File: config.mk
export PLATFORM = sky130hd
export DESIGN_NAME = ctrl_fsm_flat
export DESIGN_NICKNAME = d
export VERILOG_FILES = /design/src/rtl/ctrl_fsm_if.sv /design/src/rtl/ctrl_fsm.sv /design/src/flat_wrapper.sv
export SDC_FILE = /design/constraint.sdc
export NUM_CORES = 1
export LEC_CHECK = 0
export ABC_AREA = 1
export BUFFER_PORTS_ARGS = -buffer_cell sky130_fd_sc_hd__buf_2
export CAP_MARGIN = 40
export CORE_ASPECT_RATIO = 0.6
export CORE_UTILIZATION = 40
export CTS_CLUSTER_SIZE = 25
export DETAILED_ROUTE_END_ITERATION = 16
export GPL_TIMING_DRIVEN = 0
export PLACE_DENSITY = 0.72
export SETUP_SLACK_MARGIN = 0.05
export SYNTH_ARGS = -nofsm -noshare
export SYNTH_HDL_FRONTEND = slang
export SYNTH_SLANG_ARGS = --single-unit
File: constraint.sdc
create_clock -name clk -period 1.7 [get_ports clk]
set_input_delay 0.34 -clock clk [delete_from_list [all_inputs] [get_ports clk]]
set_output_delay 0.34 -clock clk [all_outputs]
set_load 0.05 [all_outputs]
File: src/rtl/ctrl_fsm_if.sv
// ctrl_fsm_if: instruction fetch handshake between an instruction source
// (master) and the control FSM (slave). The source presents instr with
// instrValid; the controller raises instrReq while it is waiting in FETCH.
interface ctrl_fsm_if #(
  parameter int WIDTH = 16
) ();
  logic [WIDTH-1:0] instr;
  logic             instrValid;
  logic             instrReq;

  modport master (output instr, output instrValid, input instrReq);
  modport slave  (input instr, input instrValid, output instrReq);
endinterface

File: src/rtl/ctrl_fsm.sv
// ctrl_fsm: four-phase (FETCH -> DECODE -> EXEC -> WB) instruction controller
// driving register-file / ALU / PC control signals. All outputs are registered
// and represent the phase the FSM is currently in.
// Optional feature: define CTRL_JAL_EN to decode JAL (op 0100, ext 1000);
// without it that encoding is illegal and jalEN stays 0.
module ctrl_fsm #(
  parameter int WIDTH   = 16,
  parameter int REGBITS = 4
) (
  input  logic               clk,
  input  logic               reset,
  ctrl_fsm_if.slave          fetch,
  input  logic [7:0]         PSR,
  output logic               regWrite,
  output logic               shiftOrALU,
  output logic               alusrca,
  output logic               alusrcb,
  output logic               shiftType,
  output logic [REGBITS-1:0] aluControl,
  output logic [REGBITS-1:0] regAddress1,
  output logic [REGBITS-1:0] regAddress2,
  output logic [WIDTH-1:0]   immediate,
  output logic               jumpEN,
  output logic               jalEN,
  output logic               pcEn,
  output logic               illegal
);

  typedef enum logic [1:0] {
    FETCH  = 2'd0,
    DECODE = 2'd1,
    EXEC   = 2'd2,
    WB     = 2'd3
  } state_t;

  typedef enum logic [2:0] {
    CLS_RTYPE   = 3'd0,
    CLS_ITYPE   = 3'd1,
    CLS_SHIFT   = 3'd2,
    CLS_JCOND   = 3'd3,
    CLS_JAL     = 3'd4,
    CLS_ILLEGAL = 3'd5
  } instrClass_t;

  state_t             state_r;
  logic [WIDTH-1:0]   ir_r;
  logic               instrReq_r;

  logic [3:0]         op_s;
  logic [3:0]         ext_s;
  logic [3:0]         rdest_s;
  logic [3:0]         rsrc_s;
  instrClass_t        cls_s;
  logic               taken_s;
  logic               writes_s;
  logic               decShiftOrALU_s;
  logic               decAlusrca_s;
  logic               decAlusrcb_s;
  logic               decShiftType_s;
  logic [REGBITS-1:0] decAluControl_s;
  logic [WIDTH-1:0]   decImmediate_s;
  logic               unusedPsr_s;

  assign fetch.instrReq = instrReq_r;

  // PSR[7:5] carry no flag this controller consumes.
  assign unusedPsr_s = ^PSR[7:5];

  assign op_s    = ir_r[15:12];
  assign rdest_s = ir_r[11:8];
  assign ext_s   = ir_r[7:4];
  assign rsrc_s  = ir_r[3:0];

  // Classify the latched instruction word.
  always_comb begin
    cls_s = CLS_ILLEGAL;
    case (op_s)
      4'b0000: cls_s = CLS_RTYPE;
      4'b0001, 4'b0010, 4'b0011, 4'b0101, 4'b0110, 4'b0111,
      4'b1001, 4'b1011, 4'b1101, 4'b1110, 4'b1111: cls_s = CLS_ITYPE;
      4'b1000: cls_s = CLS_SHIFT;
      4'b0100: begin
        if (ext_s == 4'b1100) begin
          cls_s = CLS_JCOND;
        end
`ifdef CTRL_JAL_EN
        else if (ext_s == 4'b1000) begin
          cls_s = CLS_JAL;
        end
`endif
        else begin
          cls_s = CLS_ILLEGAL;
        end
      end
      default: cls_s = CLS_ILLEGAL;
    endcase
  end

  // Jcond condition, selected by Rdest, from the PSR presented during EXEC.
  always_comb begin
    taken_s = 1'b0;
    case (rdest_s)
      4'b1110: taken_s = 1'b1;
      4'b0000: taken_s = PSR[1];
      4'b0001: taken_s = ~PSR[1];
      4'b0010: taken_s = PSR[0];
      4'b0011: taken_s = PSR[2];
      4'b0100: taken_s = PSR[3];
      4'b0101: taken_s = PSR[4];
      default: taken_s = 1'b0;
    endcase
  end

  // Datapath controls implied by the instruction class. Jcond and illegal
  // instructions leave the datapath idle; JAL routes PC (alusrca=0) to Rdest.
  always_comb begin
    writes_s        = 1'b0;
    decShiftOrALU_s = 1'b0;
    decAlusrca_s    = 1'b0;
    decAlusrcb_s    = 1'b0;
    decShiftType_s  = 1'b0;
    decAluControl_s = {REGBITS{1'b0}};
    decImmediate_s  = {WIDTH{1'b0}};
    case (cls_s)
      CLS_RTYPE: begin
        writes_s        = 1'b1;
        decShiftOrALU_s = 1'b1;
        decAlusrca_s    = 1'b1;
        decAluControl_s = REGBITS'(ext_s);
      end
      CLS_ITYPE: begin
        writes_s        = 1'b1;
        decShiftOrALU_s = 1'b1;
        decAlusrca_s    = 1'b1;
        decAlusrcb_s    = 1'b1;
        decAluControl_s = REGBITS'(op_s);
        decImmediate_s  = {{(WIDTH-8){ir_r[7]}}, ir_r[7:0]};
      end
      CLS_SHIFT: begin
        writes_s        = 1'b1;
        decAlusrca_s    = 1'b1;
        decAlusrcb_s    = ext_s[2];
        decShiftType_s  = ext_s[0];
        decImmediate_s  = {{(WIDTH-4){1'b0}}, rsrc_s};
      end
      CLS_JAL: begin
        writes_s        = 1'b1;
        decShiftOrALU_s = 1'b1;
      end
      default: begin
        writes_s        = 1'b0;
      end
    endcase
  end

  // Phase sequencer; each branch registers the outputs of the phase it enters.
  always_ff @(posedge clk) begin
    if (!reset) begin
      state_r     <= FETCH;
      ir_r        <= {WIDTH{1'b0}};
      instrReq_r  <= 1'b1;
      regWrite    <= 1'b0;
      shiftOrALU  <= 1'b0;
      alusrca     <= 1'b0;
      alusrcb     <= 1'b0;
      shiftType   <= 1'b0;
      aluControl  <= {REGBITS{1'b0}};
      regAddress1 <= {REGBITS{1'b0}};
      regAddress2 <= {REGBITS{1'b0}};
      immediate   <= {WIDTH{1'b0}};
      jumpEN      <= 1'b0;
      jalEN       <= 1'b0;
      pcEn        <= 1'b0;
      illegal     <= 1'b0;
    end else begin
      regWrite <= 1'b0;
      pcEn     <= 1'b0;
      jumpEN   <= 1'b0;
      jalEN    <= 1'b0;
      case (state_r)
        FETCH: begin
          if (fetch.instrValid) begin
            state_r     <= DECODE;
            ir_r        <= fetch.instr;
            instrReq_r  <= 1'b0;
            regAddress1 <= REGBITS'(fetch.instr[11:8]);
            regAddress2 <= REGBITS'(fetch.instr[3:0]);
          end else begin
            state_r     <= FETCH;
            instrReq_r  <= 1'b1;
          end
        end
        DECODE: begin
          state_r    <= EXEC;
          shiftOrALU <= decShiftOrALU_s;
          alusrca    <= decAlusrca_s;
          alusrcb    <= decAlusrcb_s;
          shiftType  <= decShiftType_s;
          aluControl <= decAluControl_s;
          immediate  <= decImmediate_s;
        end
        EXEC: begin
          state_r  <= WB;
          regWrite <= writes_s;
          pcEn     <= 1'b1;
          jumpEN   <= ((cls_s == CLS_JCOND) && taken_s) || (cls_s == CLS_JAL);
`ifdef CTRL_JAL_EN
          jalEN    <= (cls_s == CLS_JAL);
`else
          jalEN    <= 1'b0;
`endif
          if (cls_s == CLS_ILLEGAL) begin
            illegal <= 1'b1;
          end else begin
            illegal <= illegal;
          end
        end
        WB: begin
          state_r     <= FETCH;
          instrReq_r  <= 1'b1;
          shiftOrALU  <= 1'b0;
          alusrca     <= 1'b0;
          alusrcb     <= 1'b0;
          shiftType   <= 1'b0;
          aluControl  <= {REGBITS{1'b0}};
          immediate   <= {WIDTH{1'b0}};
          regAddress1 <= {REGBITS{1'b0}};
          regAddress2 <= {REGBITS{1'b0}};
        end
        default: begin
          state_r     <= FETCH;
          instrReq_r  <= 1'b1;
          shiftOrALU  <= 1'b0;
          alusrca     <= 1'b0;
          alusrcb     <= 1'b0;
          shiftType   <= 1'b0;
          aluControl  <= {REGBITS{1'b0}};
          immediate   <= {WIDTH{1'b0}};
          regAddress1 <= {REGBITS{1'b0}};
          regAddress2 <= {REGBITS{1'b0}};
        end
      endcase
    end
  end

endmodule

File: src/flat_wrapper.sv
// flat-port wrapper written by rule: the top's interface ports become plain ports
module ctrl_fsm_flat 
#(
  parameter int WIDTH   = 16,
  parameter int REGBITS = 4
)
  (clk, reset, PSR, regWrite, shiftOrALU, alusrca, alusrcb, shiftType, aluControl, regAddress1, regAddress2, immediate, jumpEN, jalEN, pcEn, illegal, fetch_instr, fetch_instrValid, fetch_instrReq);
  ctrl_fsm_if #(.WIDTH(WIDTH)) fetch_i ();
  input  logic clk;
  input  logic reset;
  input  logic [7:0] PSR;
  output logic regWrite;
  output logic shiftOrALU;
  output logic alusrca;
  output logic alusrcb;
  output logic shiftType;
  output logic [REGBITS-1:0] aluControl;
  output logic [REGBITS-1:0] regAddress1;
  output logic [REGBITS-1:0] regAddress2;
  output logic [WIDTH-1:0] immediate;
  output logic jumpEN;
  output logic jalEN;
  output logic pcEn;
  output logic illegal;
  input wire logic [$bits(fetch_i.instr)-1:0] fetch_instr;
  input wire logic [$bits(fetch_i.instrValid)-1:0] fetch_instrValid;
  output wire logic [$bits(fetch_i.instrReq)-1:0] fetch_instrReq;
  assign fetch_i.instr = fetch_instr;
  assign fetch_i.instrValid = fetch_instrValid;
  assign fetch_instrReq = fetch_i.instrReq;
  ctrl_fsm #(.WIDTH(WIDTH), .REGBITS(REGBITS)) u_core (.clk(clk), .reset(reset), .fetch(fetch_i), .PSR(PSR), .regWrite(regWrite), .shiftOrALU(shiftOrALU), .alusrca(alusrca), .alusrcb(alusrcb), .shiftType(shiftType), .aluControl(aluControl), .regAddress1(regAddress1), .regAddress2(regAddress2), .immediate(immediate), .jumpEN(jumpEN), .jalEN(jalEN), .pcEn(pcEn), .illegal(illegal));
endmodule
# == After elaboration in Yosys (flattened, before gate mapping) ==
# Cells that the tools add are included.
# totals
ff_bits,55
in_bits,27
output_inout_bits,38
elab_cells,86
# classes
bitwise_logic,1
n_reduce_logical,16
n_mux,25
n_eq_ne,29
# op_table
cell,count
16-bit one-hot mux with 2 select lines,2
"4-bit equality test, second input constant",8
4-bit one-hot mux with 2 select lines,4
"4-bit by 3-bit equality test with 1-bit output, second input constant",6
"4-bit by 2-bit equality test with 1-bit output, second input constant",4
1-bit one-hot mux with 2 select lines,6
3-bit one-hot mux with 4 select lines,1
11-bit OR reduction,1
"4-bit by 1-bit equality test with 1-bit output, second input constant",2
4-bit logical NOT,2
4-bit 2-to-1 mux,2
2-bit one-hot mux with 4 select lines,1
2-bit AND reduction,4
1-bit 2-to-1 mux,7
1-bit one-hot mux with 7 select lines,1
"3-bit by 2-bit equality test with 1-bit output, second input constant",2
"3-bit equality test, second input constant",2
3-bit OR reduction,2
"2-bit equality test, second input constant",2
2-bit nonzero test,2
4-bit OR reduction,1
"3-bit by 1-bit equality test with 1-bit output, second input constant",1
3-bit logical NOT,1
3-bit 2-to-1 mux,1
6 further kinds,6

# == Longest topological paths before layout ==
# Gate-level depths: netlist of run 1.
# logic_depth
depth_word,7
ltp_mapped,10
depth_no_buf,10

# == Worst setup path before layout of run 1 ==
# No wires, ideal clock.
# synth_path
path_type,register to output
from,register u_core.immediate[14] (netlist name)
to,output immediate[10]
slack_ns,0.310
arrival_ns,1.050
path_stages_with_launch,2
required_ns,1.360
n_path_buf,1
cell_sequence,dfxtp_1 buf_4
# synth_rtl
element,line_no,source
"end, declared",flat_wrapper.sv:20,output logic [WIDTH-1:0] immediate;

# == Worst setup path after layout of run 1 ==
# layout_path
from,register u_core.immediate[14]
to,output immediate[14]
# layout_rtl
element,line_no,source
"start, declared",ctrl_fsm.sv:22,"output logic [WIDTH-1:0] immediate,"
"start signal, assigned",ctrl_fsm.sv:170,immediate <= {WIDTH{1'b0}};
"start signal, assigned",ctrl_fsm.sv:200,immediate <= decImmediate_s;
"start signal, assigned",ctrl_fsm.sv:226,immediate <= {WIDTH{1'b0}};
# No word-level cell between the ends.

==> summary.txt, run 1 <==
STA
  – Final Hold Fails: 0
  – Final Max Slew Viols: 0
  – Clock Skews: 0.005650 ns
  – Total negative slack: 0 ns
  – Min Tclk post-route: between 1.5 and 2 ns
  – Peak Freq: roughly 0.65 GHz
  – Final setup fails: 0
  – Period utilisation layout: 90.32%
  – Unrepaired setup endpoints after global routing: false
  – Final WS setup: roughly 0.16 ns

Clocking
  – Root Buffer: clkbuf_8
  – CTS sink count: 47
  – Resized Gates After CTS: 0
  – Clock transition at the registers of the reported paths: about 0.080 ns
  – CTS Buffer Depth: 2
  – Htree depth: 2
  – CTS buffer count: 5
  – TritonCTS clock tree: built
  – Setup Buffers After CTS: 0
  – Hold-fix buffers at CTS: 0
  – Clock latency on the worst-skew pair: around 0.3 ns

Logic synthesis
  – Synth Area in XOR/XNOR: 0%
  – Syn Area/Cell: ~7.6 um^2
  – Syn Nets: 294
  – Post-synthesis compound-gate area fraction: 16.87%
  – Mux contribution to synthesized area: 0%
  – Mapped cell area: roughly 0.0020 mm^2
  – Adder-Cell Fraction of Synth Area: 2.491%
  – Sequential-to-total area share from yosys stat: 46.82%
  – Mapped Cells: 263
  – Largest family of logic cells by synthesized area: simple AND/OR/NAND/NOR gates
  – Area fraction in and, or, nand and nor cells after synthesis: about a quarter
  – Number of distinct library cells after synthesis: 26
  – #FFs+latches synth: 47
  – Yosys Warn Count: 0

Flow run
  – MaxCap Viol Count: 0

Layout
  – ANT cells: 0
  – Most frequent cells in the layout: 64 x nand2_1, 63 x buf_2, 47 x dfxtp_1
  – Nets: between 300 and 400
  – Most common cell after layout, fill and taps aside: nand2_1
  – Core Util, Final: between 50% and 60%
  – Layout fillers: between 400 and 500
  – Area Growth Syn to Fin: 23.66%
  – Share of layout cells above drive strength 1: 29.39%

Worst setup path
  – Critical Path Max Stage Delay: between 0.4 and 0.5 ns
  – Startpoint types: register
  – R2R Setup Slk: ~0.21 ns
  – Critical path's top delay family: flip-flops
  – Crit path DAT: between 1 and 1.5 ns
  – Critical path capture point type: output pin
  – CP max stage cell: dfxtp_1
  – Worst Path Required: approximately 1.4 ns
  – Buf+Inv Stages, Crit Path: 2
  – WS Path Type: register to output pin
  – Worst-path fanout max: 10
  – Critical Path, Cell by Cell: buf_4 -> buf_2

Floorplan
  – Core area: between 0.004 and 0.005 mm^2
  – Die area: 0.005320 mm^2
  – Die width: 93.50 um
  – Die Ht: about 57 um
  – Io pins: between 60 and 70
  – Num rows: 19
  – Starting Density: 42.69%

Power
  – Peak VDD IR: between 500 and 600 uV
  – P per Cell Area: between 1000 and 1500 mW/mm^2
  – P_leak: around 0.0012 uW

GRT
  – Number of global-route vias before repair: around 1,700
  – Gr busiest metal: met2
  – Total GRT Usage: 18.89%
  – First-pass GRT wire length: between 7 and 8 mm
  – Met2 usage: 27.84%
  – Met3 usage: under 10%
  – Met1 usage: 26.54%
  – Largest net degree at the start of global routing: 14
  – Grt total ovfl: 0
  – Initial antenna violation count: 0

Worst hold path
  – Hold/Removal Path Class: input port to register

Routing
  – Vias: 1,951
  – WL/cell: between 10 and 15 um
  – Number of iterations in the first detailed-routing pass: 4
  – WL final: 4.765 mm
  – Drt via density: between 4 and 5
  – DRC viols: 0
  – Antenna-violating nets left: 0
  – Iter 0 DRT Violations: 79

Place
  – Gpl congestion: around 0.89
  – Detailed Place HPWL: 3.623 mm
  – Port bufs: 60
  – Pre-CTS setup slack: roughly 0.097 ns

Status
  – Status: complete, no violations
[kinds of logic (layout without fill, tap and decap cells)]
logic type	count (synthesis)	count (layout)
AND/OR/NAND/NOR	108	108
AO/OA/AOI/OAI	62	62
flip-flops	47	47
buffers and inverters	41	108
adder cells (fa/ha/maj)	4	4
other	1	1
[state kept, by name, indices dropped and copies added (netlist names)]
register / cells
u_core.ir_r: 16
u_core.immediate: 8
u_core.aluControl: 4
u_core.regAddress1: 4
u_core.regAddress2: 4
u_core.state_r: 2
u_core.alusrca: 1
u_core.alusrcb: 1
u_core.fetch.instrReq: 1
u_core.illegal: 1
u_core.jumpEN: 1
u_core.pcEn: 1
u_core.regWrite: 1
u_core.shiftOrALU: 1
u_core.shiftType: 1
[layer usage]
layer / part of all wire [%] / up-vias / wire, um
li1: - / 990 / -
met1: 49 / 889 / 2326
met2: 42 / 64 / 2002
met3: 7.9 / 8 / 376
met4: 1.3 / 0 / 60
met5: 0 / - / 0
[synth_stat cells, drive strengths merged]
master   n  share of area (%)
inv     20                3.7
buf     14                4.9
nor2    15                4.2
dfxtp   47                 47
o22ai    2               0.62
a31o     1               0.44
a31oi    4                2.0
nand4    2               0.62
clkinv   1               0.19
o211ai   1               0.37
nand3   24                6.2
conb     1               0.19
nor3     1               0.25
nand2   66                 12
ha       4                2.5
clkbuf   6                1.1
o21ai   12                3.0
a21oi   42                 10
[report_power, final]
part	switching (uW)	leakage [uW]	internal, uW
clock network	360	0.0000470	319
logic	492	0.000724	199
registers	60.9	0.000384	1190
total	912	0.00115	1710
[layout make-up]
class	count	area [um^2]	share of cell area, %
timing repair buffer	60	300.3	12.08
sequential	47	940.9	37.87
buffer	20	121.4	4.884
clock inverter	1	5.005	0.2014
tap	63	78.83	3.172
inverter	21	78.83	3.172
clock buffer	6	82.58	3.323
multi-input combinational	175	877.1	35.30
[through the flow]
stage          power (uW)  instances  hold WS (ns)  instance area [um^2]
6_report             2618        393        0.2513                  2485
3_5_place_dp         1952        386        0.4545                  2389
3_3_place_gp         1945        386        0.4487                  2389
5_1_grt              2748        393        0.2655                  2485
2_1_floorplan        1779        263        0.4447                  2009
4_1_cts              2623        393        0.2362                  2476
[path summary, 6_finish.rpt]
path	start	to	depth (start not counted)
max	u_core.immediate[14]	immediate[14]	2
min	fetch_instrValid	u_core.fetch.instrReq	2
max reg2reg	u_core.state_r[1]	u_core.aluControl[0]	10
min reg2reg	u_core.regAddress2[2]	u_core.regAddress2[2]	2
[worst reg2reg max path: stages (launching register included)]
cell      delay, ns
dfxtp_1        0.37
inv_1          0.07
ha_1           0.22
nor2_4         0.24
nor2_2         0.11
inv_2          0.11
nor2_4         0.05
nand2_1        0.06
o211ai_1       0.08
nand2_1        0.06
inv_1          0.04
Note: power is estimated with default switching activity, not from simulation.
==> inputs of run 2 (changes only) <==
--- a/config.mk
+++ b/config.mk
@@ -8,7 +8,6 @@
 export ABC_AREA = 1
 export BUFFER_PORTS_ARGS = -buffer_cell sky130_fd_sc_hd__buf_2
 export CAP_MARGIN = 40
-export CORE_ASPECT_RATIO = 0.6
 export CORE_UTILIZATION = 40
 export CTS_CLUSTER_SIZE = 25
 export DETAILED_ROUTE_END_ITERATION = 16
==> constraint.sdc (replaced) <==
create_clock -name clk -period 1.99 [get_ports clk]
set_input_delay 0.398 -clock clk [delete_from_list [all_inputs] [get_ports clk]]
set_output_delay 0.398 -clock clk [all_outputs]
set_load 0.05 [all_outputs]
==> run 2 against run 1 <==
Setup slack gained 0.23 ns. Clock power shrank 9.0%. First-iteration DRC count grew 42%. Critical endpoint is now immediate[11]. Largest cell class unchanged.
==> summary.txt, run 2 (synthesized netlist as in run 1, its figures left out) <==
STA
  – Unrepaired setup endpoints after global routing: false
  – Tightest Pin Transition: 0.5392 ns
  – Total negative slack: 0 ns
  – Final setup fails: 0
  – Clock Skews: 0.006378 ns
  – Final WS setup: ~0.39 ns
  – Period utilisation layout: between 80% and 90%
  – Final Max Slew Viols: 0
  – Min Tclk post-route: 1.598 ns
  – Slew margin rel.: between 60 and 70%
  – Peak Freq: roughly 0.63 GHz
  – Final Hold Fails: 0

GRT
  – Initial antenna violation count: 0
  – Met3 usage: under 10%
  – Met2 usage: approximately a third
  – First-pass GRT wire length: just under 8 mm
  – Met1 usage: between 20% and 30%
  – Grt total ovfl: 0
  – Gr busiest metal: met2
  – Largest net degree at the start of global routing: 16
  – Total GRT Usage: between 10% and 20%
  – Number of global-route vias before repair: around 1,700

Worst hold path
  – Hold/Removal Path Class: input port to register
  – WHS Path Cells: 2
  – Hold Path End: u_core.fetch.instrReq
  – Hold path start: fetch_instrValid

Clocking
  – TritonCTS clock tree: built
  – Root Buffer: clkbuf_8
  – Htree depth: 2
  – Setup Buffers After CTS: 0
  – Resized Gates After CTS: 0
  – Clock transition at the registers of the reported paths: ~0.090 ns
  – CTS buffer count: 5
  – CTS Buffer Depth: 2
  – Clock latency on the worst-skew pair: 0.30 ns
  – CTS sink count: 47
  – Hold-fix buffers at CTS: 0

Layout
  – Most common cell after layout, fill and taps aside: nand2_1
  – Area of the multi-input gates: roughly 870 um^2
  – ANT cells: 0
  – Core Util, Final: roughly 52%
  – Reg with most FFs: u_core.ir_r
  – Share of layout cells above drive strength 1: between 20% and 30%
  – Largest regs: u_core.ir_r x16, u_core.immediate x8
  – Register area: roughly 940 um^2
  – Layout fillers: about 490
  – Most frequent cells in the layout: 65 x nand2_1, 63 x buf_2, 47 x dfxtp_1
  – Finished Layout Cells: slightly below 400
  – Nets: between 300 and 400
  – Max reg flops: 16
  – Area Growth Syn to Fin: 24.03%

Power
  – Clock network fraction of design power: between 20% and 30%
  – P_leak: ~0.0012 uW
  – P per Cell Area: between 900 and 1000 mW/mm^2
  – Comb pwr share: 25.5%
  – Peak VDD IR: 395.3 uV
  – Switching power: ~800 uW
  – Cell-internal power: between 1000 and 1500 uW
  – Total power: approximately 2300 uW
  – Sw Share: a little over a third
  – Seq pwr share: a little under half

Status
  – Status: complete, no violations

Routing
  – DRC viols: 0
  – WL/cell: about 12 um
  – Iter 0 DRT Violations: around 110
  – WL final: 4.700 mm
  – Drt via density: 4.794
  – Antenna-violating nets left: 0
  – Number of iterations in the first detailed-routing pass: 4
  – Vias: 1,908

Worst setup path
  – R2R cell count: 7
  – Critical path capture point type: output pin
  – Crit path DAT: between 1 and 1.5 ns
  – R2R Setup Slk: ~0.40 ns
  – Startpoint types: register
  – Reg-to-Reg Start: u_core.state_r[0]
  – Worst Path Required: between 1.5 and 2 ns
  – Worst reg2reg endpoint: u_core.regAddress2[0]
  – Worst-path fanout max: 10
  – WS Path Type: register to output pin

Place
  – Detailed Place HPWL: about 3.6 mm
  – Gpl congestion: 0.9162
  – Placed cell count: 390
  – Port bufs: 60
  – Pre-CTS setup slack: slightly above 0.4 ns

Floorplan
  – Starting Density: a little over two fifths
  – Die Ht: around 73 um
  – Num rows: 25
  – Io pins: 65
  – Die area: 0.005311 mm^2
  – Die width: around 73 um
  – Core area: around 0.0048 mm^2

Flow run
  – MaxCap Viol Count: 0
==> run 2: cell type report <==
class                      instances  share of cell area, %
sequential                        47                  37.75
multi-input combinational        175                  34.89
timing repair buffer              60                  12.05
buffer                            20                  4.819
tap                               67                  3.363
clock buffer                       6                  3.313
inverter                          21                  3.163
clock inverter                     2                 0.6526
==> run 2: critical path, stage by stage, from the launching register on <==
cell and delay, ns:
dfxtp_1 0.49, buf_4 0.16, buf_2 0.25
==> run 2: routing by layer <==
metal	vias to the layer above	share of wire, %
met2	70	45
met4	0	2.0
met1	838	47
met5	-	0
li1	991	-
met3	9	6.0
==> run 2: worst max path at each step <==
stage | slack [ns] | cells after the start | to | from
finish | 0.39 | 2 | immediate[11] | u_core.immediate[14]
global route | 0.20 | 6 | u_core.ir_r[3] | u_core.state_r[0]
CTS | 0.37 | 2 | immediate[11] | u_core.immediate[14]
floorplan | 0.54 | 1 | immediate[10] | u_core.immediate[14]
global placement | 0.47 | 7 | u_core.regAddress1[0] | u_core.state_r[0]
detailed placement | 0.41 | 7 | u_core.regAddress1[2] | u_core.state_r[0]
==> run 2: power by group through the flow <==
stage                     registers (uW)  clock network [uW]  logic (uW)
final                               1070                 618         578
after global routing                1080                 665         643
after CTS                           1070                 627         580
after detailed placement            1090                   0         579
after global placement              1090                   0         569
after floorplan                     1200                   0         315
==> run 2: stage by stage <==
step | instance area [um^2] | hold WS, ns
after floorplan | 2009 | 0.4447
after global placement | 2394 | 0.4479
after detailed placement | 2394 | 0.4527
after CTS | 2492 | 0.3124
after global routing | 2492 | 0.3378
final | 2492 | 0.3082
==> inputs of run 3 (changes only) <==
==> constraint.sdc (replaced) <==
create_clock -name clk -period 1.5 [get_ports clk]
set_input_delay 0.3 -clock clk [delete_from_list [all_inputs] [get_ports clk]]
set_output_delay 0.3 -clock clk [all_outputs]
set_load 0.05 [all_outputs]
==> run 3 against run 2 <==
Die area did not move. Via count up 0.79%. First-iteration DRC count is 13% lower. Final area increased by 2.0%. Highest routed layer unchanged.
==> summary.txt, run 3 (synthesized netlist as in run 1, its figures left out) <==
Status
  – Status: complete, no violations

Clocking
  – Hold-fix buffers at CTS: 0
  – Root Buffer: clkbuf_8
  – CTS buffer count: 5
  – CTS Buffer Depth: 2
  – Clock transition at the registers of the reported paths: around 0.090 ns
  – Htree depth: 2
  – CTS sink count: 47
  – TritonCTS clock tree: built
  – Clock latency on the worst-skew pair: 0.30 ns

Floorplan
  – Die width: 72.88 um
  – Die area: about 0.0053 mm^2
  – Num rows: 25
  – Starting Density: between 40% and 50%
  – Core area: 0.004786 mm^2
  – Io pins: 65
  – Die Ht: approximately 73 um

GRT
  – Number of global-route vias before repair: 1,718
  – Total GRT Usage: 19.91%
  – Grt total ovfl: 0
  – Largest net degree at the start of global routing: 16
  – First-pass GRT wire length: a little under 8 mm
  – Initial antenna violation count: 0

Worst setup path
  – R2R Setup Slk: roughly 0.16 ns
  – Worst reg2reg endpoint: u_core.ir_r[6]
  – Worst Path Required: between 1 and 1.5 ns
  – Critical Path Max Stage Delay: 0.42 ns
  – Critical Path, Cell by Cell: buf_4 -> buf_2
  – Buf+Inv Stages, Crit Path: 2
  – Critical path capture point type: output pin
  – Worst-path fanout max: 10
  – R2R cell count: 6
  – CP max stage cell: dfxtp_2
  – Reg-to-Reg Start: u_core.state_r[1]
  – Crit path DAT: 1.09 ns
  – Startpoint types: register
  – WS Path Type: register to output pin
  – Critical path's top delay family: flip-flops

Flow run
  – MaxCap Viol Count: 0

STA
  – Final setup fails: 0
  – Slew margin rel.: approximately two thirds
  – Final Max Slew Viols: 0
  – Min Tclk post-route: between 1 and 1.5 ns
  – Unrepaired setup endpoints after global routing: false
  – Clock Skews: roughly 0.0056 ns
  – Tightest Pin Transition: approximately 0.52 ns
  – Peak Freq: between 0.7 and 0.8 GHz
  – Period utilisation layout: about 93%
  – Total negative slack: 0 ns
  – Final Hold Fails: 0

Place
  – Gpl congestion: between 0.9 and 1
  – Detailed Place HPWL: around 3.6 mm
  – Port bufs: 60

Layout
  – Most common cell after layout, fill and taps aside: nand2_1
  – Nets: ~360
  – ANT cells: 0
  – Share of layout cells above drive strength 1: between 30% and 40%
  – Area Growth Syn to Fin: 26.46%
  – Max reg flops: 16
  – Layout fillers: 490
  – Largest regs: u_core.ir_r x16, u_core.immediate x8
  – Reg with most FFs: u_core.ir_r
  – Most frequent cells in the layout: 64 x nand2_1, 61 x buf_2, 44 x dfxtp_1

Routing
  – Vias: 1,923
  – Iter 0 DRT Violations: a little under 100
  – Number of iterations in the first detailed-routing pass: 4
  – WL final: roughly 4.8 mm
  – DRC viols: 0
  – WL/cell: between 10 and 15 um
  – Drt via density: about 4.8
  – Antenna-violating nets left: 0

Power
  – Total power: between 3000 and 4000 uW
  – Peak VDD IR: 535.6 uV
  – P_leak: roughly 0.0012 uW
  – P per Cell Area: ~1200 mW/mm^2

Worst hold path
  – Hold/Removal Path Class: input port to register
  – Hold Path End: u_core.fetch.instrReq
  – Hold path start: fetch_instrValid
  – WHS Path Cells: 2
run 3: layer usage:
metal | GRT usage, % | up-vias | part of all wire (%)
li1 | - | 989 | -
met5 | 0 | - | 0
met4 | 9.150 | 0 | 1.5
met3 | 3.453 | 7 | 6.6
met2 | 32.29 | 66 | 46
met1 | 25.86 | 861 | 46
run 3: worst register-to-register path, stage by stage (launching register included):
cell,delay (ns)
dfxtp_2,0.34
inv_1,0.09
ha_1,0.24
nand2_4,0.10
clkbuf_4,0.21
o21ai_0,0.19
a21oi_1,0.07
run 3: timing repair:
| item | CTS | global route |
|---|---|---|
| buffers inserted | 2 | 0 |
| setup endpoints to repair | 31 | 31 |
| endpoints found under the hold margin | 0 | 0 |
| pin swaps | 1 | 3 |
| resized for setup | 5 | 9 |
run 3: report_power, final:
group | switching, uW | internal, uW | leakage, uW
clock network | 438 | 376 | 0.0000474
registers | 71.4 | 1350 | 0.000385
logic | 560 | 242 | 0.000739
total | 1070 | 1970 | 0.00117
run 3: how the worst max path moves through the flow:
stage,cells past startpoint,endpoint,from,slack (ns)
finish,2,immediate[11],u_core.immediate[14],0.11
global route,7,u_core.aluControl[1],u_core.state_r[1],0.04
CTS,7,u_core.shiftType,u_core.state_r[1],0.08
detailed placement,7,u_core.regAddress1[2],u_core.state_r[0],-0.08
global placement,7,u_core.regAddress1[0],u_core.state_r[0],-0.02
floorplan,1,immediate[10],u_core.immediate[14],0.15
run 3: area by class of cell:
class                   count  area, um^2  area share, %
plain buffers              20       127.6          5.022
clock buffers               6       82.58          3.250
clock inverters             2       16.27         0.6401
inverters                  21       81.33          3.200
multi-input cells         175       889.6          35.01
flip-flops and latches     47       944.7          37.17
well taps                  67       83.83          3.299
repair buffers             62       315.3          12.41
run 3: through the flow:
step	hold slack, ns	utilization, %	area (um^2)	instances	setup WS (ns)
final	0.2449	53.10	2541	400	0.1071
after global routing	0.2465	53.10	2541	400	0.04240
after CTS	0.2250	52.63	2519	400	0.08074
after detailed placement	0.4527	50.01	2394	390	-0.07544
after global placement	0.4479	50.01	2394	390	-0.02330
after floorplan	0.4113	-	2009	263	0.1499
